`src/rtl/param_shift_reg.sv`:
```
// ============================================================================
//  Module      : param_shift_reg
//  Description : Command-driven parallel-load / shift / rotate register.
//                A command (LOAD, CLEAR, ASR, LSR, SHL, ROR, ROL, NOP) is
//                accepted when start=1 and the block is not busy. Shift and
//                rotate commands run one bit per clock for amt cycles, then
//                pulse done for one cycle.
//  Ports       : clk      - rising-edge clock
//                reset    - asynchronous, active-high reset
//                start    - command strobe
//                op       - command code
//                d        - parallel load data (used at acceptance only)
//                amt      - shift/rotate step count
//                ser_in   - serial fill bit for LSR/SHL (sampled each step)
//                q        - register contents
//                ser_out  - last bit shifted or rotated out
//                busy     - high while a multi-cycle shift is running
//                done     - one-cycle completion pulse
//  Revision    : 1.0 - initial release
// ============================================================================
`default_nettype none

module param_shift_reg #(
  parameter int WIDTH = 8,
  parameter int CNT_W = 4
) (
  input  logic             clk,
  input  logic             reset,
  input  logic             start,
  input  logic [2:0]       op,
  input  logic [WIDTH-1:0] d,
  input  logic [CNT_W-1:0] amt,
  input  logic             ser_in,
  output logic [WIDTH-1:0] q,
  output logic             ser_out,
  output logic             busy,
  output logic             done
);

  // Command codes
  localparam logic [2:0] c_op_load  = 3'b000;
  localparam logic [2:0] c_op_clear = 3'b001;
  localparam logic [2:0] c_op_asr   = 3'b010;
  localparam logic [2:0] c_op_lsr   = 3'b011;
  localparam logic [2:0] c_op_shl   = 3'b100;
  localparam logic [2:0] c_op_ror   = 3'b101;
  localparam logic [2:0] c_op_rol   = 3'b110;
  localparam logic [2:0] c_op_nop   = 3'b111;

  // FSM encoding
  localparam logic [1:0] c_st_idle  = 2'd0;
  localparam logic [1:0] c_st_shift = 2'd1;
  localparam logic [1:0] c_st_done  = 2'd2;

  localparam logic [CNT_W-1:0] c_cnt_zero = '0;
  localparam logic [CNT_W-1:0] c_cnt_one  = {{(CNT_W-1){1'b0}}, 1'b1};

  logic [1:0]       r_state;
  logic [1:0]       w_next_state;
  logic [WIDTH-1:0] r_q;
  logic             r_ser_out;
  logic [CNT_W-1:0] r_cnt;
  logic [2:0]       r_op;

  logic             w_accept;
  logic             w_step_so;
  logic [WIDTH-1:0] w_step_q;

  // Commands are only taken when no shift is in flight; a start during
  // SHIFT is dropped entirely.
  assign w_accept = start && (r_state != c_st_shift);

  // --------------------------------------------------------------------------
  // FSM: state register
  // --------------------------------------------------------------------------
  always_ff @(posedge clk or posedge reset) begin
    if (reset) begin
      r_state <= c_st_idle;
    end else begin
      r_state <= w_next_state;
    end
  end

  // --------------------------------------------------------------------------
  // FSM: next-state logic
  // --------------------------------------------------------------------------
  always_comb begin
    w_next_state = r_state;
    case (r_state)
      c_st_idle, c_st_done: begin
        if (w_accept) begin
          case (op)
            c_op_load, c_op_clear: w_next_state = c_st_done;
            c_op_nop:              w_next_state = c_st_idle;
            default: begin
              // Zero-length shifts complete immediately without stepping.
              if (amt == c_cnt_zero) begin
                w_next_state = c_st_done;
              end else begin
                w_next_state = c_st_shift;
              end
            end
          endcase
        end else begin
          w_next_state = c_st_idle;
        end
      end
      c_st_shift: begin
        if (r_cnt == c_cnt_one) begin
          w_next_state = c_st_done;
        end else begin
          w_next_state = c_st_shift;
        end
      end
      default: w_next_state = c_st_idle;
    endcase
  end

  // --------------------------------------------------------------------------
  // FSM: outputs (decoded from the state register, hence glitch-free)
  // --------------------------------------------------------------------------
  always_comb begin
    busy = 1'b0;
    done = 1'b0;
    case (r_state)
      c_st_shift: busy = 1'b1;
      c_st_done:  done = 1'b1;
      default: begin
        busy = 1'b0;
        done = 1'b0;
      end
    endcase
  end

  // --------------------------------------------------------------------------
  // Single-bit step for the latched operation
  // --------------------------------------------------------------------------
  always_comb begin
    w_step_q  = r_q;
    w_step_so = r_ser_out;
    case (r_op)
      c_op_asr: begin
        w_step_q  = {r_q[WIDTH-1], r_q[WIDTH-1:1]};
        w_step_so = r_q[0];
      end
      c_op_lsr: begin
        w_step_q  = {ser_in, r_q[WIDTH-1:1]};
        w_step_so = r_q[0];
      end
      c_op_shl: begin
        w_step_q  = {r_q[WIDTH-2:0], ser_in};
        w_step_so = r_q[WIDTH-1];
      end
      c_op_ror: begin
        w_step_q  = {r_q[0], r_q[WIDTH-1:1]};
        w_step_so = r_q[0];
      end
      c_op_rol: begin
        w_step_q  = {r_q[WIDTH-2:0], r_q[WIDTH-1]};
        w_step_so = r_q[WIDTH-1];
      end
      default: begin
        w_step_q  = r_q;
        w_step_so = r_ser_out;
      end
    endcase
  end

  // --------------------------------------------------------------------------
  // Datapath registers
  // --------------------------------------------------------------------------
  always_ff @(posedge clk or posedge reset) begin
    if (reset) begin
      r_q       <= '0;
      r_ser_out <= 1'b0;
      r_cnt     <= '0;
      r_op      <= c_op_nop;
    end else if (w_accept) begin
      case (op)
        c_op_load: begin
          r_q       <= d;
          r_ser_out <= 1'b0;
        end
        c_op_clear: begin
          r_q       <= '0;
          r_ser_out <= 1'b0;
        end
        c_op_nop: begin
          r_q       <= r_q;
        end
        default: begin
          // No step on the acceptance edge; the count runs in SHIFT.
          r_op  <= op;
          r_cnt <= amt;
        end
      endcase
    end else if (r_state == c_st_shift) begin
      r_q       <= w_step_q;
      r_ser_out <= w_step_so;
      r_cnt     <= r_cnt - c_cnt_one;
    end
  end

  assign q       = r_q;
  assign ser_out = r_ser_out;

endmodule

`default_nettype wire

```
`config.mk`:
```
export PLATFORM = sky130hd
export DESIGN_NAME = param_shift_reg
export DESIGN_NICKNAME = d
export VERILOG_FILES = /design/src/rtl/param_shift_reg.sv
export SDC_FILE = /design/constraint.sdc
export NUM_CORES = 1
export LEC_CHECK = 0
export BUFFER_PORTS_ARGS = -buffer_cell sky130_fd_sc_hd__buf_2
export CORE_ASPECT_RATIO = 0.75
export CORE_MARGIN = 2
export CORE_UTILIZATION = 25
export CTS_BUF_LIST = sky130_fd_sc_hd__clkbuf_8 sky130_fd_sc_hd__clkbuf_16
export DETAILED_ROUTE_END_ITERATION = 8
export SYNTH_ARGS = -nofsm -noshare
export SYNTH_HDL_FRONTEND = slang
export SYNTH_SLANG_ARGS = --single-unit
```
`constraint.sdc`:
```
create_clock -name clk -period 4.48 [get_ports clk]
set_clock_uncertainty 0.1 [all_clocks]
set_input_delay 0.448 -clock clk [delete_from_list [all_inputs] [get_ports clk]]
set_output_delay 0.448 -clock clk [all_outputs]
set_load 0.005 [all_outputs]
```
Word level (Yosys, flattened, before mapping)
Cells that the tools add are included.
{"block": "totals", "input_bits": 19, "register_bits": 18, "wordCells": 59, "out_inout_bits": 11}
{"block": "op_classes", "n_reduce_logical": 18, "n_bitwise": 1, "muxes": 18, "addsub": 1, "n_eq_ne": 15}
{"op": "one-hot mux 8 bit (5 select lines)", "n": 1}
{"op": "two-way mux 8 bit", "n": 2}
{"op": "one-hot mux 8 bit (2 select lines)", "n": 1}
{"op": "== test 3 bit, second input constant", "n": 4}
{"op": "two-way mux 4 bit", "n": 3}
{"op": "one-hot mux 2 bit (2 select lines)", "n": 2}
{"op": "== test 3 x 2 -> 1 bit, second input constant", "n": 2}
{"op": "two-way mux 2 bit", "n": 3}
{"op": "!= test 2 bit, second input constant", "n": 3}
{"op": "AND reduction 3 bit", "n": 2}
{"op": "nonzero test 6 bit", "n": 1}
{"op": "OR reduction 2 bit", "n": 3}
{"op": "OR reduction 3 bit", "n": 2}
{"op": "two-way mux 1 bit", "n": 5}
{"op": "nonzero test 5 bit", "n": 1}
{"op": "== test 4 x 1 -> 1 bit, second input constant", "n": 1}
{"op": "logical NOT 4 bit", "n": 1}
{"op": "AND reduction 2 bit", "n": 2}
{"op": "AND reduction 4 bit", "n": 1}
{"op": "subtractor 4 x 1 -> 4 bit, second input constant", "n": 1}
{"op": "== test 3 x 1 -> 1 bit, second input constant", "n": 1}
{"op": "logical NOT 3 bit", "n": 1}
{"op": "!= test 3 x 1 -> 1 bit, second input constant", "n": 1}
{"op": "nonzero test 3 bit", "n": 1}
{"op": "other kinds (8)", "n": 8}

Longest topological paths before layout
Gate-level depths: netlist of run 1.
{"block": "depth", "depth_word": 5, "mapped_depth": 7, "depth_no_buf": 6}

Least setup slack after synthesis of run 1
Ideal clock, no wire load.
{"block": "synth_timing", "kind": "input to register", "startpoint": "input port op[2]", "endpoint": "register r_q[0] (netlist: q[0])", "setup_time_ns": 0.125, "required_ns": 4.255, "path_slack_ns": 2.779, "arrival_time_ns": 1.476, "path_stages": 4, "cell_sequence": "buf_4 -> or2_4 -> o22ai_4 -> mux2_2"}
{"block": "synth_via", "elab_chain_len": 3}
{"element": "start: declaration", "line": "30", "source": "input logic [2:0] op,"}
{"element": "== test 3 x 1 -> 1 bit / logical NOT 3 bit (equally long branches)", "line": "179", "source": "case (op)"}
{"element": "!= test 3 x 1 -> 1 bit (no source line) / one-hot mux 8 bit (2 select lines) (equally long branches)"}
{"element": "AND reduction 3 bit (no source line) / two-way mux 8 bit (equally long branches)"}
{"element": "end signal: assignment", "line": "189", "source": "r_q <= r_q;"}
{"element": "end signal: assignment", "line": "198", "source": "r_q <= w_step_q;"}
{"element": "end: declaration", "line": "60", "source": "logic [WIDTH-1:0] r_q;"}
Parallel ways exist; a longest one is shown, timed or not.
A chain may end at the register's enable or synchronous reset.

Worst setup path in the final report of run 1
{"block": "layout_timing", "startpoint": "register r_state[0]", "endpoint": "register r_ser_out (netlist: ser_out)"}
{"block": "layout_via", "elab_chain_len": 4}
{"element": "start: declaration", "line": "58", "source": "logic [1:0] r_state;"}
{"element": "start signal: assignment", "line": "78", "source": "r_state <= c_st_idle;"}
{"element": "start signal: assignment", "line": "80", "source": "r_state <= w_next_state;"}
{"element": "!= test 2 x 1 -> 1 bit", "line": "71", "source": "assign w_accept = start && (r_state != c_st_shift);"}
{"element": "logical AND 1 bit", "line": "71"}
{"element": "!= test 2 bit (no source line) (tied with other cells)"}
{"element": "AND reduction 3 bit (no source line)"}
{"element": "end signal: assignment", "line": "199", "source": "r_ser_out <= w_step_so;"}
{"element": "end: declaration", "line": "61", "source": "logic r_ser_out;"}
Parallel ways exist; a longest one is shown, timed or not.

==> impl_metrics.yaml, run 1 <==
finish:
  diodes: 0
  area_growth_pct: 18.0
  final_cells: 200
  final_core_util_pct: 31.2
  fin_area_mm2: 0.00141
  final_net_count: 165
  layout-drive-gt1-share_pct: 37.1
worst_setup_path:
  cp_top_family: "simple AND/OR/NAND/NOR gates"
  cp-endpoint: "ser_out"
  required_ns: 4.52
  critPathCaptureType: "flip-flop"
  reg2reg_depth: 4
  cpPeakStageDelay_ns: 0.40
  r2r_end: "ser_out"
  r2r-start: "r_state[0]"
  path_buf_inv: 0
  cp.depth: 4
  ff2ff_setup_slack_ns: 2.48
  crit_path_cell_trace: "nand2b_1 > nand2_2 > o22ai_4 > mux2_2"
  cp_slowest_cell: "nand2b_1"
  cp.arrival_ns: 2.04
  worst-path-max-fanout: 10
  startpoint: "r_state[0]"
  crit_type: "flip-flop to flip-flop"
  start_kind: "flip-flop"
grt:
  grt_pass1_vias: 921
  grt_pass1_wl_mm: 4.53
  grt_max_degree: 19
  grt-ovfl-total: 0
  antenna_found_initial: 0
  track_usage_pct: 10.6
timing:
  setup_viol: 0
  tightestPinTransition_ns: 0.704
  min_period_ns: 2.00
  grt_setup_unrepaired: "false"
  setup_tns_ns: 0
  period_share_pct: 44.6
  maxSlewHeadroom_pct: 53.0
  max_freq_ghz: 0.500
  finalHoldViolCount: 0
  drv_slew: 0
route:
  vias_per_cell: 4.92
  vias: 984
  wirelength_mm: 2.76
  drtIter0Drc: 90
  post_drt_wl_per_cell_um: 13.8
  drtPass1Iterations: 4
  ant_nets: 0
  drc: 0
die:
  core_mm2: 0.00452
  dieArea_mm2: 0.00535
  fp-row-count: 21
  pin_count: 30
  dieHeight_um: 63.8
  die_w_um: 83.8
  start_util_pct: 26.4
yosys:
  synth_seq_cells: 18
  synth-seq-area-share_pct: 38.1
  avgSynthCellArea_um2: 10.2
  yosys_warnings: 0
  synth_fp_nets: 138
  netlist_instances: 117
  syn-cell-area_mm2: 0.00119
  synth_cell_type_count: 39
power:
  power.leakage_nw: 0.642
  switching_power_w: 0.000376
  clkPwrFrac_pct: 12.5
  p_per_area_mw_per_mm2: 658
  power_frac_seq_pct: 36.2
  power_frac_comb_pct: 51.4
  internal_power_w: 0.000550
  ir_drop_mv: 0.144
  p_sw_share_pct: 40.6
place:
  placed_area_mm2: 0.00136
  globalplace.congestion: 0.768
  numPortBuffers: 29
  dp.cells: 196
  dpl.hpwl_mm: 2.07
clock_network:
  cts_tree: "yes"
  root_buffer: "clkbuf_8"
  clk_path_buf_depth: 2
  hold_buffers: 0
  cts_sinks: 18
  clk_latency_ns: 0.26
  cts_buffers: 3
  cts_resized: 0
  post_cts_buffers: 0
  clk_pin_slew_worst_paths_ns: 0.07
  htreeDepth: 1
min_path:
  hp-class: "input pin to asynchronous set/reset pin"
flow_run:
  cap_violations: 0
status:
  status: "finished clean"
cells in the final DEF (no fill, tap or decap), types with 4 or more instances in the layout:
cell type  Yosys  routed
inv_1          5       6
o2bb2ai_1      7       7
a21oi_1       10      10
buf_2          3      29
nand3_1        4       4
dfrtp_1       15      15
o21ai_0        4       4
nor2_1         6       6
mux2i_1        8       8
nand2_1        4       4
mux2_2        10      10
logic make-up after synthesis:
group	share of synthesized area, %
multiplexers	16.1
flip-flops	38.1
AO/OA/AOI/OAI	21.8
AND/OR/NAND/NOR	14.5
buffers and inverters	5.97
XOR/XNOR	1.47
adder cells (fa/ha/maj)	2.10
area by class of cell:
type | count | area [um2]
fillers | 486 | 3110
multi-input cells | 86 | 668
flip-flops and latches | 18 | 454
repair buffers | 29 | 145
well taps | 57 | 71.3
clock buffers | 3 | 41.3
inverters | 6 | 25.0
clock inverters | 1 | 3.75
flip-flops by register name, summed over array words and instances, names as in the netlist:
register / flops
ser_out: 1
r_op: 3
r_cnt: 4
r_state: 2
q: 8
power by group through the flow:
stage | registers, W | logic, W | clock network [W]
after floorplan | 0.000306 | 0.000398 | 0
after global routing | 0.000349 | 0.000531 | 0.000132
after CTS | 0.000334 | 0.000480 | 0.000122
final | 0.000335 | 0.000476 | 0.000116
after global placement | 0.000335 | 0.000474 | 0
after detailed placement | 0.000336 | 0.000478 | 0
cell usage after synthesis (all sizes together):
cell	instances	area (um2)
nand4b	2	17.5
o22a	1	8.76
a211oi	1	20.0
nor4	1	6.26
nor3	2	10.0
nand2	5	21.3
xor2	2	17.5
clkbuf	1	5.00
and2	1	6.26
nand3	4	20.0
nor3b	1	7.51
o31ai	1	7.51
o2bb2ai	7	61.3
mux2	10	113
o31a	1	8.76
nor2b	1	6.26
inv	6	25.0
dfstp	3	78.8
or2	1	8.76
buf	6	41.3
a22o	1	8.76
nand2b	3	18.8
nand3b	2	15.0
nor2	8	35.0
ha	2	25.0
mux2i	8	80.1
dfrtp	15	375
o32ai	1	8.76
o21ai	4	20.0
a21oi	10	50.1
o22ai	3	32.5
a31oi	3	33.8
stage by stage:
step | setup WS (ns) | hold WS [ns] | total power, W
floorplan | 2.78 | 0.284 | 0.000703
global placement | 2.52 | 0.400 | 0.000809
detailed placement | 2.50 | 0.407 | 0.000814
CTS | 2.48 | 0.219 | 0.000936
global route | 2.38 | 0.238 | 0.00101
finish | 2.48 | 0.193 | 0.000927
worst min path at each step:
stage,end,slack [ns],cells past startpoint
2_1_floorplan,q[0],0.28,1
3_3_place_gp,ser_out,0.40,1
3_5_place_dp,ser_out,0.41,1
4_1_cts,r_cnt[3],0.22,2
5_1_grt,r_cnt[3],0.24,2
6_report,r_cnt[3],0.19,2
metal layers:
metal  track usage [%]  vias up  part of all wire [%]
met2              16.3       14                    48
met3              2.84        5                   2.4
met1              14.6      482                    48
li1                  -      483                     -
met4              3.02        0                   1.1
met5                 0        -                     0
Power figures use the tool's default switching activity.
==> run 2, diff against run 1 <==
==> constraint.sdc (replaced) <==
create_clock -name clk -period 1.7 [get_ports clk]
set_clock_uncertainty 0.1 [all_clocks]
set_input_delay 0.17 -clock clk [delete_from_list [all_inputs] [get_ports clk]]
set_output_delay 0.17 -clock clk [all_outputs]
set_load 0.005 [all_outputs]
==> impl_metrics.yaml, run 2 (same netlist as run 1, synthesis figures left out) <==
status:
  status: "finished clean"
timing:
  maxSlewHeadroom_pct: 71.1
  max_freq_ghz: 0.615
  tightestPinTransition_ns: 0.429
  setup_tns_ns: 0
  grt_setup_unrepaired: "false"
  setup_viol: 0
  finalHoldViolCount: 0
  period_share_pct: 95.6
  drv_slew: 0
  min_period_ns: 1.62
die:
  core_mm2: 0.00452
  dieHeight_um: 63.8
  start_util_pct: 26.4
  fp-row-count: 21
  dieArea_mm2: 0.00535
  pin_count: 30
  die_w_um: 83.8
clock_network:
  cts_buffers: 3
  cts_sinks: 18
  root_buffer: "clkbuf_8"
  clk_pin_slew_worst_paths_ns: 0.07
  htreeDepth: 1
  cts_tree: "yes"
  clk_path_buf_depth: 2
  clk_latency_ns: 0.25
place:
  numPortBuffers: 29
  globalplace.congestion: 0.736
  dpl.hpwl_mm: 2.12
route:
  post_drt_wl_per_cell_um: 13.5
  wirelength_mm: 2.83
  drtIter0Drc: 80
  vias_per_cell: 4.81
  drtPass1Iterations: 4
  vias: 1006
  ant_nets: 0
  drc: 0
flow_run:
  cap_violations: 0
finish:
  layout-drive-gt1-share_pct: 42.1
  final_core_util_pct: 33.5
  mostFrequentLayoutCell: "buf_2"
  area_growth_pct: 26.8
  largest_register_ffs: 8
  final_net_count: 174
  nFillCells: 471
  diodes: 0
  final_cell_mix: "buf_2, dfrtp_1, a21oi_1"
power:
  ir_drop_mv: 0.440
  power.leakage_nw: 0.700
  p_per_area_mw_per_mm2: 1770
worst_setup_path:
  required_ns: 1.74
  start_kind: "flip-flop"
  crit_type: "flip-flop to flip-flop"
  cp.arrival_ns: 1.67
  critPathCaptureType: "flip-flop"
  worst-path-max-fanout: 8
grt:
  grt-ovfl-total: 0
  grt_max_degree: 19
  antenna_found_initial: 0
  grt_pass1_wl_mm: 4.52
  grt_pass1_vias: 919
  track_usage_pct: 10.3
min_path:
  hp-class: "input pin to flip-flop"
[run 2: power breakdown]
group          leakage [nW]  switching [W]  internal (W)
clock network        0.0288       0.000152      0.000206
registers             0.216       0.000230      0.000660
logic                 0.456       0.000668      0.000757
total                 0.700        0.00105       0.00162
[run 2: stage by stage]
| stage | total power (W) | hold slack (ns) | std cells | cell area [um2] | worst slack (ns) |
|---|---|---|---|---|---|
| final | 0.00267 | 0.0649 | 209 | 1510 | 0.0750 |
| after global routing | 0.00290 | 0.0753 | 209 | 1510 | 0.00147 |
| after floorplan | 0.00185 | 0.00638 | 117 | 1190 | 0.0708 |
| after CTS | 0.00261 | 0.0633 | 207 | 1480 | 0.0181 |
| after global placement | 0.00222 | 0.108 | 202 | 1410 | 0.0139 |
| after detailed placement | 0.00222 | 0.113 | 202 | 1410 | 0.0129 |
[run 2: area by class of cell]
type	instances	area (um2)	area share, %
tap	57	71.3	4.71
inverter	6	25.0	1.65
multi-input combinational	86	692	45.7
clock buffer	4	55.1	3.64
sequential	18	454	30.0
timing repair buffer	38	216	14.3
[run 2: metal layers]
| layer | vias up | share of wire [%] | track usage (%) |
|---|---|---|---|
| met1 | 488 | 51 | 15.4 |
| met3 | 2 | 3.2 | 2.07 |
| met2 | 12 | 45 | 15.0 |
| met5 | - | 0 | 0 |
| met4 | 0 | 0.74 | 3.02 |
| li1 | 504 | - | - |
[run 2: timing repair]
item | 4_1_cts | 5_1_grt
resized for setup | 1 | 6
hold buffers | 1 | 0
pin swaps | 0 | 1
hold endpoints to repair | 15 | 0
setup endpoints to repair | 1 | 9
buffers inserted | 0 | 2
[run 2: worst max-delay path: stages (launching register included)]
cell       delay, ns
dfstp_2         0.62
mux2_4          0.32
mux2i_1         0.13
o2bb2ai_1       0.09
mux2_2          0.26
[run 2: worst paths after layout]
| kind | from | end | slack (ns) | depth (start not counted) |
|---|---|---|---|---|
| worst max register to register | r_op[1] | q[0] | 0.08 | 4 |
| min in group asynchronous | reset | q[1] | 0.37 | 4 |
| max in group asynchronous | reset | r_op[1] | 0.86 | 4 |
| worst min-delay path | amt[0] | r_cnt[0] | 0.06 | 2 |
| worst max-delay path | r_op[1] | q[0] | 0.08 | 4 |
| worst min register to register | r_cnt[1] | r_cnt[1] | 0.41 | 2 |
==> run 3, diff against run 2 <==
--- a/config.mk
+++ b/config.mk
@@ -11,6 +11,7 @@
 export CORE_UTILIZATION = 25
 export CTS_BUF_LIST = sky130_fd_sc_hd__clkbuf_8 sky130_fd_sc_hd__clkbuf_16
 export DETAILED_ROUTE_END_ITERATION = 8
+export RECOVER_POWER = 50
 export SYNTH_ARGS = -nofsm -noshare
 export SYNTH_HDL_FRONTEND = slang
 export SYNTH_SLANG_ARGS = --single-unit
==> impl_metrics.yaml, run 3 (same netlist as run 1, synthesis figures left out) <==
timing:
  drv_slew: 0
  max_freq_ghz: 0.616
  setup_tns_ns: 0
  period_share_pct: 95.5
  maxSlewHeadroom_pct: 33.5
  tightestPinTransition_ns: 0.997
  setup_viol: 0
  finalHoldViolCount: 0
  min_period_ns: 1.62
  grt_setup_unrepaired: "false"
  setup_slack_ns: 0.0768
route:
  ant_nets: 0
  drtIter0Drc: 78
  post_drt_wl_per_cell_um: 13.4
  drtPass1Iterations: 4
  vias_per_cell: 4.83
  vias: 1009
  drc: 0
  wirelength_mm: 2.81
worst_setup_path:
  cp_top_family: "multiplexers"
  cpPeakStageDelay_ns: 0.62
  cp_slowest_cell: "dfstp_2"
  crit_type: "flip-flop to flip-flop"
  start_kind: "flip-flop"
  path_buf_inv: 0
  crit_path_cell_trace: "mux2_4 > mux2i_1 > o2bb2ai_1 > mux2_2"
  cp.arrival_ns: 1.67
  ff2ff_setup_slack_ns: 0.08
  required_ns: 1.74
  worst-path-max-fanout: 8
  critPathCaptureType: "flip-flop"
finish:
  nFillCells: 472
  diodes: 0
  regArea_um2: 454
  fin_area_mm2: 0.00151
  multi_input_area_um2: 692
  final_cell_mix: "buf_2, dfrtp_1, a21oi_1"
  final_net_count: 174
  layout-drive-gt1-share_pct: 39.5
  mostFrequentLayoutCell: "buf_2"
  largest_register_ffs: 8
  area_growth_pct: 26.2
clock_network:
  root_buffer: "clkbuf_8"
  cts_sinks: 18
  cts_tree: "yes"
  clk_latency_ns: 0.25
  clk_path_buf_depth: 2
  clk_pin_slew_worst_paths_ns: 0.07
  cts_buffers: 3
  htreeDepth: 1
power:
  p_per_area_mw_per_mm2: 1770
  ir_drop_mv: 0.438
  power.leakage_nw: 0.686
grt:
  antenna_found_initial: 0
  track_usage_pct: 10.3
  grt_pass1_wl_mm: 4.52
  grt_max_degree: 19
  grt_pass1_vias: 919
  grt-ovfl-total: 0
status:
  status: "finished clean"
die:
  dieHeight_um: 63.8
  core_mm2: 0.00452
  dieArea_mm2: 0.00535
  pin_count: 30
  start_util_pct: 26.4
  fp-row-count: 21
  die_w_um: 83.8
flow_run:
  cap_violations: 0
place:
  dp_slack_ns: 0.0129
  placed_area_mm2: 0.00141
  dpl.hpwl_mm: 2.12
  numPortBuffers: 29
  globalplace.congestion: 0.736
min_path:
  hp-class: "input pin to flip-flop"
run 3: final timing paths:
check / endpoint / startpoint / depth (start not counted)
max in group asynchronous: r_state[0] / reset / 4
worst max-delay path: q[0] / r_op[1] / 4
worst max register to register: q[0] / r_op[1] / 4
worst min-delay path: r_cnt[0] / amt[0] / 2
min in group asynchronous: q[1] / reset / 4
worst min register to register: r_cnt[1] / r_cnt[1] / 2
run 3: through the flow:
stage	hold slack [ns]	std cells	power (W)	utilization [%]
after global routing	0.0753	209	0.00289	33.3
after CTS	0.0633	207	0.00261	32.7
after global placement	0.108	202	0.00222	31.2
final	0.0650	209	0.00266	33.3
after detailed placement	0.113	202	0.00222	31.2
after floorplan	0.00638	117	0.00185	-
run 3: repair_timing:
action | in CTS | in global routing
hold endpoints to repair | 15 | 0
setup endpoints to repair | 1 | 9
pin swaps | 0 | 1
buffers inserted | 0 | 2
hold buffers | 1 | 0
resized for setup | 1 | 6
run 3: per-layer routing:
| metal | up-vias | part of all wire (%) | global-route usage, % |
|---|---|---|---|
| li1 | 505 | - | - |
| met5 | - | 0 | 0 |
| met1 | 493 | 51 | 15.4 |
| met2 | 9 | 46 | 15.0 |
| met4 | 0 | 0.75 | 3.02 |
| met3 | 2 | 2.4 | 2.07 |
run 3: power breakdown:
| part | switching, W | total (W) | internal [W] |
|---|---|---|---|
| Clock | 0.000152 | 0.000357 | 0.000206 |
| Sequential | 0.000231 | 0.000891 | 0.000660 |
| Combinational | 0.000668 | 0.00142 | 0.000748 |
run 3: layout make-up:
cell class | instances | share of cell area [%]
multi-input combinational | 86 | 45.9
sequential | 18 | 30.1
timing repair buffer | 38 | 13.9
clock buffer | 4 | 3.65
inverter | 6 | 1.66
tap | 57 | 4.73
run 3: worst reg2reg max path: stages, from the launching register on:
cell       delay, ns
dfstp_2         0.62
mux2_4          0.32
mux2i_1         0.13
o2bb2ai_1       0.09
mux2_2          0.26
